--- src/rtl/mux_n_skid.sv ---
// mux_n_skid: N:1 data select feeding a two-entry skid buffer with valid/ready flow control.
// The head entry (main register) drives the outputs; the skid register absorbs one extra beat
// after out_ready drops, so in_ready decodes only the state register.
// Optional feature: define MUX_N_SKID_SEL_ERR_EN to enable the sticky sel_err flag.
module mux_n_skid #(
    parameter int unsigned WIDTH  = 32,
    parameter int unsigned NUM_IN = 4,
    parameter int unsigned SEL_W  = 2
) (
    input  logic                    clk,
    input  logic                    rst_n,
    input  logic [NUM_IN*WIDTH-1:0] in_data,
    input  logic [SEL_W-1:0]        in_sel,
    input  logic                    in_valid,
    output logic                    in_ready,
    output logic [WIDTH-1:0]        out_data,
    output logic [SEL_W-1:0]        out_sel,
    output logic                    out_valid,
    input  logic                    out_ready,
    output logic                    sel_err
);

    typedef enum logic [1:0] {
        StEmpty = 2'd0,
        StOne   = 2'd1,
        StFull  = 2'd2
    } state_e;

    state_e           state_q, state_d;
    logic [WIDTH-1:0] main_data_q, main_data_d;
    logic [WIDTH-1:0] skid_data_q, skid_data_d;
    logic [SEL_W-1:0] main_sel_q, main_sel_d;
    logic [SEL_W-1:0] skid_sel_q, skid_sel_d;
    logic [WIDTH-1:0] sel_word;
    logic             sel_oob;
    logic             accept;
    logic             pop;

    // Pick the addressed input; selects at or beyond NUM_IN read as all-zero
    always_comb begin
        sel_word = '0;
        sel_oob  = 1'b1;
        for (int unsigned k = 0; k < NUM_IN; k++) begin
            if (in_sel == SEL_W'(k)) begin
                sel_word = in_data[k*WIDTH +: WIDTH];
                sel_oob  = 1'b0;
            end
        end
    end

    assign in_ready  = (state_q != StFull);
    assign out_valid = (state_q != StEmpty);
    assign accept    = in_valid && in_ready;
    assign pop       = out_valid && out_ready;
    assign out_data  = main_data_q;
    assign out_sel   = main_sel_q;

    // Next-state and entry loads; registers only change on accept or pop
    always_comb begin
        state_d     = state_q;
        main_data_d = main_data_q;
        main_sel_d  = main_sel_q;
        skid_data_d = skid_data_q;
        skid_sel_d  = skid_sel_q;
        unique case (state_q)
            StEmpty: begin
                if (accept) begin
                    state_d     = StOne;
                    main_data_d = sel_word;
                    main_sel_d  = in_sel;
                end
            end
            StOne: begin
                if (accept && !pop) begin
                    state_d     = StFull;
                    skid_data_d = sel_word;
                    skid_sel_d  = in_sel;
                end else if (pop && !accept) begin
                    state_d = StEmpty;
                end else if (accept && pop) begin
                    main_data_d = sel_word;
                    main_sel_d  = in_sel;
                end
            end
            StFull: begin
                if (pop) begin
                    state_d     = StOne;
                    main_data_d = skid_data_q;
                    main_sel_d  = skid_sel_q;
                end
            end
            default: begin
                state_d = StEmpty;
            end
        endcase
    end

    // State and entry registers, cleared asynchronously
    always_ff @(posedge clk or negedge rst_n) begin
        if (!rst_n) begin
            state_q     <= StEmpty;
            main_data_q <= '0;
            main_sel_q  <= '0;
            skid_data_q <= '0;
            skid_sel_q  <= '0;
        end else begin
            state_q     <= state_d;
            main_data_q <= main_data_d;
            main_sel_q  <= main_sel_d;
            skid_data_q <= skid_data_d;
            skid_sel_q  <= skid_sel_d;
        end
    end

`ifdef MUX_N_SKID_SEL_ERR_EN
    logic sel_err_q, sel_err_d;

    // Sticky flag: set by any accepted out-of-range select, cleared only by reset
    always_comb begin
        sel_err_d = sel_err_q | (accept & sel_oob);
    end

    // Flag register
    always_ff @(posedge clk or negedge rst_n) begin
        if (!rst_n) begin
            sel_err_q <= 1'b0;
        end else begin
            sel_err_q <= sel_err_d;
        end
    end

    assign sel_err = sel_err_q;
`else
    logic unused_sel_oob;
    assign unused_sel_oob = sel_oob;
    assign sel_err        = 1'b0;
`endif

endmodule
--- config.mk ---
export PLATFORM = sky130hd
export DESIGN_NAME = mux_n_skid
export DESIGN_NICKNAME = d
export VERILOG_FILES = /design/src/rtl/mux_n_skid.sv
export SDC_FILE = /design/constraint.sdc
export NUM_CORES = 1
export LEC_CHECK = 0
export ABC_AREA = 1
export CAP_MARGIN = 10
export CORE_MARGIN = 2
export CORE_UTILIZATION = 44
export DETAILED_ROUTE_END_ITERATION = 10
export PLACE_DENSITY_LB_ADDON = 0.05
export SYNTH_ARGS = -nofsm -noshare
export SYNTH_HDL_FRONTEND = slang
export SYNTH_SLANG_ARGS = --single-unit
export TNS_END_PERCENT = 5
--- constraint.sdc ---
create_clock -name clk -period 2.1 [get_ports clk]
set_clock_uncertainty 0.15 [all_clocks]
set_input_delay 0.42 -clock clk [delete_from_list [all_inputs] [get_ports clk]]
set_output_delay 0.42 -clock clk [all_outputs]
set_load 0.01 [all_outputs]
==> run metrics, run 1 <==
Die X-Extent=101 um; clock tree from TritonCTS=yes; synthesized area per cell=6.83 um^2; total gr overflow=0; adder-cell share of the synthesized area=0.908%; share of cell area taken by muxes after synthesis=0%; Logic pwr share=49.1%; XOR/XNOR Fraction of Synth Area=0%; Critical-path top delay cell=sky130_fd_sc_hd__dfrtp_1; Clock transition at path regs=0.08 ns; Worst Min Path Start=out_data[0]; number of diodes=0; setup repair after global routing missed its margin=true; total number of placement rows=35; final weighted congestion in routability-driven placement=0.773; crit-path max FO=16; CTS H-tree depth=3; largest family of logic cells by synthesized area=simple AND/OR/NAND/NOR gates; family of cells with the greatest summed delay on the critical path=simple AND/OR/NAND/NOR gates; proportion of synthesized chip area in sequential cells=42.4%; post-DR wirelength/cell=14.0 um; die area=10200 um^2; power share of the sequential group=34.7%; synthesized flop and latch total=70; Worst VDD drop=0.000461 V; initial antenna violation count=0; dpl cell area=6010 um^2; fraction of met1 tracks used by global routing=31.1%; mapped cell area=4130 um^2; main area contributors after synthesis=sky130_fd_sc_hd__dfrtp_1 (42%), sky130_fd_sc_hd__nand2_1 (21%), sky130_fd_sc_hd__nand3_1 (8.0%); cell depth of the worst hold path=2; Crit Path Class=flip-flop to flip-flop; complex-gate fraction of the synthesized area=8.72%; cell area after layout=6280 um^2; largest buffer count on any clock path=2; global-route met2 utilization=43.4%; clock power share=16.2%; switch share=37.7%; busiest metal layer after global routing=met2; crit path time final=2.03 ns; vias post-DR=4409; logic depth of the worst register-to-register path=13; TritonCTS sink count=70; post-synth top area share=42.4%; violation count after the first detailed-routing iteration=139; Die Ht=101 um; share of layout cells above drive strength 1=7.34%; worst setup slack before clock tree synthesis=-0.326 ns; final-report hold violation count=0; buffer cell driving the clock tree root=sky130_fd_sc_hd__clkbuf_8; internal power of the cells=0.00422 W; Period Utilization, post-route=96.6%; flop2flop setup slack=0.07 ns; total power per unit cell area=1080 nW/um^2; Finish-stage setup viols=0; global-route wire length before repair=20200 um; via count of the first global-routing pass=4358; YS warnings=0; Total Wirelength=12400 um; pin count of the biggest net entering global routing=69; number of remaining DRC errors=0; Critical Path, Cell by Cell=buf_4, nor2_4, nor2_4, buf_4, ha_1, nor2_1, nand2_1, nand2_2, nand2_4, buf_6, nor2_1, nand2_1, nand2_1; cell leakage power=3.05 nW; most numerous cell on the critical path=sky130_fd_sc_hd__nand2_1; initial core utilization=45.0%; simple logic cell fraction of the synthesized area=41.2%; final hold slack=0.328 ns; max-slew violation count=0; max-capacitance violation count=0; synthesized instance count=605; final worst slack=0.0722 ns; count of antenna-violating nets left after detailed routing=0; final sum of negative setup slack=0 ns; Crit path largest cell delay=0.40 ns; average via count per standard cell=4.97; final net count=909; GRT met3 Usage=5.69%; worst min-delay path class=flip-flop to flip-flop; Max Fclk=493 MHz; Global Route Usage Sum=24.9%; end point of the worst hold path=out_data[0]; total CTS buffers=9; leading cell type in the layout, fill and taps excluded=sky130_fd_sc_hd__nand2_1; number of top-level pins=171; distinct cell type count after synthesis=22; # port buffers=169; number of search-and-repair iterations in the first detailed-routing pass=4; required time at the endpoint of the critical path=2.23 ns; Final HPWL DP=9170 um; most used cells in the layout excluding fill and tap cells=sky130_fd_sc_hd__nand2_1 (234), sky130_fd_sc_hd__clkdlybuf4s50_1 (165), sky130_fd_sc_hd__dfrtp_1 (69); run status=complete, no violations; buffers and inverters on the worst path=3; data arrival time of the critical path=2.15 ns; core outline area=9200 um^2; Switch Pwr=0.00256 W; post-synthesis cell type with the largest combined area=sky130_fd_sc_hd__dfrtp_1; kind of end point of the critical path=flip-flop; worst flop-to-flop path startpoint=state_q[0]; terminus of the critical flop-to-flop path=out_data[19]; net count after synthesis=742; Worst-Skew Late Latency=0.34 ns; category of the worst setup path launch point=flip-flop; area growth from synthesis to final layout=52.0%
[kinds of logic after synthesis]
kind of cell    Yosys count
compound gates           72
fa+ha+maj                 3
buf+inv                  53
flops                    70
other cells               1
simple gates            406
[how the worst max path moves through the flow]
| stage | cells after the start | endpoint | slack (ns) | from |
|---|---|---|---|---|
| 6_report | 13 | out_data[19] | 0.07 | state_q[0] |
| 5_1_grt | 13 | out_data[19] | -0.03 | state_q[0] |
| 4_1_cts | 13 | out_data[19] | -0.006 | out_ready |
| 3_5_place_dp | 13 | out_data[30] | -0.33 | out_ready |
| 3_3_place_gp | 13 | out_data[19] | -0.20 | out_ready |
| 2_1_floorplan | 14 | out_data[17] | 0.13 | state_q[0] |
[timing repair]
item	in CTS	in global routing
hold endpoints to repair	32	0
buffers inserted	1	0
gates resized for setup	2	8
cloned	0	1
setup endpoints to repair	2	35
pin swaps	0	2
hold buffers	1	0
[sequential cells by signal (all words and copies together) (netlist names)]
name         flops
out_data        32
skid_data_q     32
out_sel          2
skid_sel_q       2
state_q          2
[Yosys cell counts, drive strengths merged]
cell / number
o21ai: 71
ha: 3
a21oi: 1
inv: 11
conb: 1
nor2: 70
buf: 30
nand3: 66
nand2: 238
clkbuf: 12
or2: 32
dfrtp: 70
[per-layer routing]
metal | wire, um | vias to the layer above
li1 | - | 2244
met1 | 5440 | 2041
met2 | 6110 | 118
met3 | 782 | 6
met4 | 93 | 0
met5 | 0 | -
[final cells by class]
type / count / area [um^2]
clock buffers: 13 / 159
clock inverters: 3 / 42.5
fillers: 800 / 2910
inverters: 11 / 41.3
multi-input cells: 482 / 2130
flip-flops and latches: 70 / 1750
well taps: 111 / 139
repair buffers: 198 / 2010
[worst min-delay path, cell delays in order (launching register included)]
cell and delay, ns:
sky130_fd_sc_hd__dfrtp_1 0.34, sky130_fd_sc_hd__nand2_1 0.05, sky130_fd_sc_hd__nand2_1 0.05
[stage by stage]
stage	utilization [%]	std cells	total power, W
after CTS	67.7	887	0.00669
after global routing	68.3	888	0.00732
final	68.3	888	0.00678
after floorplan	-	605	0.00406
after detailed placement	65.3	869	0.00555
after global placement	65.3	869	0.00541
[power groups by stage]
| stage | Clock (W) | Combinational, W | Sequential [W] |
|---|---|---|---|
| floorplan | 0 | 0.00161 | 0.00245 |
| CTS | 0.00113 | 0.00322 | 0.00234 |
| global route | 0.00118 | 0.00372 | 0.00242 |
| finish | 0.00110 | 0.00332 | 0.00235 |
| global placement | 0 | 0.00306 | 0.00235 |
| detailed placement | 0 | 0.00318 | 0.00236 |
Power figures use the tool's default switching activity.
==> run 2: changes to the inputs <==
==> constraint.sdc (replaced) <==
create_clock -name clk -period 2.1 [get_ports clk]
set_clock_uncertainty 0.15 [all_clocks]
set_input_delay 0.42 -clock clk [delete_from_list [all_inputs] [get_ports clk]]
set_output_delay 0.42 -clock clk [all_outputs]
set_load 0.05 [all_outputs]
==> run metrics, run 2 (same netlist as run 1, synthesis figures left out) <==
non-filler cells in the finished layout=884 (-0.45%); largest buffer count on any clock path=2 (unchanged); combined area of the multi-input logic cells=2130 um^2 (-0.23%); Critical-path top delay cell=sky130_fd_sc_hd__clkdlybuf4s50_1; buffers and inverters on the worst path=1 (-2); pin count of the biggest net entering global routing=70 (+1.4%); Crit path largest cell delay=0.81 ns (+0.41 ns); Worst-Skew Late Latency=0.34 ns (about the same); final-report hold violation count=0 (unchanged); cell leakage power=3.19 nW (+4.6%); crit path time final=2.08 ns (+0.0496 ns); # port buffers=169 (unchanged); Period Utilization, post-route=98.9% (+2.4 points); setup repair after global routing missed its margin=false; final-layout fill cell count=787 (-1.6%); launching instance or port of the critical path=out_data[3]; run status=complete, no violations; vias post-DR=4380 (-0.66%); final net count=905 (-0.44%); CTS H-tree depth=3 (unchanged); Die X-Extent=101 um (unchanged); buffer cell driving the clock tree root=sky130_fd_sc_hd__clkbuf_8; worst max-slew margin expressed relative to the limit=61.7%; die area=10200 um^2 (unchanged); total CTS buffers=9 (unchanged); global-route wire length before repair=19400 um (-3.7%); Worst Min Path Start=out_data[2]; initial antenna violation count=0 (unchanged); final weighted congestion in routability-driven placement=0.763 (-1.2%); category of the worst setup path launch point=flip-flop; worst min-delay path class=flip-flop to flip-flop; count of antenna-violating nets left after detailed routing=0 (unchanged); number of diodes=0 (unchanged); Die Ht=101 um (unchanged); via count of the first global-routing pass=4320 (-0.87%); area growth from synthesis to final layout=51.1%; Worst VDD drop=0.000673 V (+46%); most used cells in the layout excluding fill and tap cells=sky130_fd_sc_hd__nand2_1 (235), sky130_fd_sc_hd__clkdlybuf4s50_1 (133), sky130_fd_sc_hd__dfrtp_1 (68); family of cells with the greatest summed delay on the critical path=buffers and inverters; flip-flop and latch area=1750 um^2 (about the same); total number of placement rows=35 (unchanged); max-capacitance violation count=0 (unchanged); crit-path max FO=2 (-14); number of remaining DRC errors=0 (unchanged); TritonCTS sink count=70 (unchanged); data arrival time of the critical path=1.51 ns (-0.64 ns); clock tree from TritonCTS=yes; leading cell type in the layout, fill and taps excluded=sky130_fd_sc_hd__nand2_1; overall power of the completed layout=0.00752 W (+11%); required time at the endpoint of the critical path=1.53 ns (-0.70 ns); final sum of negative setup slack=0 ns (unchanged); Max Fclk=481 MHz (-2.4%); Clock transition at path regs=0.08 ns (about the same); Global Route Usage Sum=23.9% (-1.0 points); Final HPWL DP=8780 um (-4.3%); post-DR wirelength/cell=13.6 um (-3.1%); average via count per standard cell=4.95 (-0.21%); violation count after the first detailed-routing iteration=168 (+21%); number of top-level pins=171 (unchanged); core outline area=9200 um^2 (unchanged); share of layout cells above drive strength 1=9.44% (+2.1 points); max-slew violation count=0 (unchanged); worst slew pin tran=0.574 ns; Total Wirelength=12000 um (-3.5%); kind of end point of the critical path=primary output; total power per unit cell area=1200 nW/um^2 (+12%); Crit Path Class=flip-flop to primary output; Finish-stage setup viols=0 (unchanged); post-placement cell count=866 (-0.35%); Critical Path, Cell by Cell=clkdlybuf4s50_1; initial core utilization=45.0% (unchanged); number of search-and-repair iterations in the first detailed-routing pass=4 (unchanged); worst flop-to-flop path startpoint=state_q[1]; total gr overflow=0 (unchanged)
run 2: cell types whose count changed in the layout (fill, tap and decap cells not counted), sizes merged:
cell / delta
clkdlybuf4s50: -32
buf: +13
clkinvlp: +3
clkbuf: -5
dlymetal6s2s: +11
dlygate4sd2: +5
inv: +1
run 2: what timing repair did:
action,4_1_cts,5_1_grt
hold endpoints to repair,43,0
gates cloned,0,0
setup buffers,0,1
gates resized for setup,6,21
pin swaps,0,0
setup endpoints to repair,6,46
hold buffers,1,0
run 2: cell type report:
type,instances,area share (%)
Sequential cell,70,28.1
Clock inverter,7,1.18
Timing Repair Buffer,194,31.8
Tap cell,111,2.22
Multi-Input combinational cell,482,34.1
Inverter,11,0.661
Clock buffer,9,1.98
run 2: where the power goes:
group	internal [W]	switching, W	total (W)
Sequential	0.00200	0.000352	0.00235
Combinational	0.00143	0.00266	0.00409
Clock	0.000550	0.000529	0.00108
run 2: per-layer routing:
metal / global-route usage [%] / routed length [um]
met2: 42.0 / 5910
met5: 0 / 0
met3: 5.34 / 960
met4: 7.59 / 125
met1: 29.2 / 4990
run 2: worst paths after layout:
check | cells past startpoint | endpoint | slack (ns)
max | 1 | out_data[3] | 0.02
min | 2 | out_data[2] | 0.32
max reg2reg | 12 | out_data[17] | 0.16
min reg2reg | 2 | out_data[2] | 0.32
max in group asynchronous | 3 | skid_data_q[15] | 0.78
min in group asynchronous | 2 | out_data[30] | 0.46
run 2: through the flow:
| stage | hold slack, ns | utilization, % | worst slack, ns | area (um^2) |
|---|---|---|---|---|
| CTS | 0.334 | 67.3 | 0.00115 | 6180 |
| global placement | 0.308 | 65.1 | -0.180 | 5980 |
| finish | 0.324 | 67.9 | 0.0226 | 6250 |
| detailed placement | 0.312 | 65.1 | -0.280 | 5980 |
| global route | 0.345 | 67.9 | 0.00261 | 6250 |
| floorplan | -0.0256 | - | 0.0761 | 4140 |
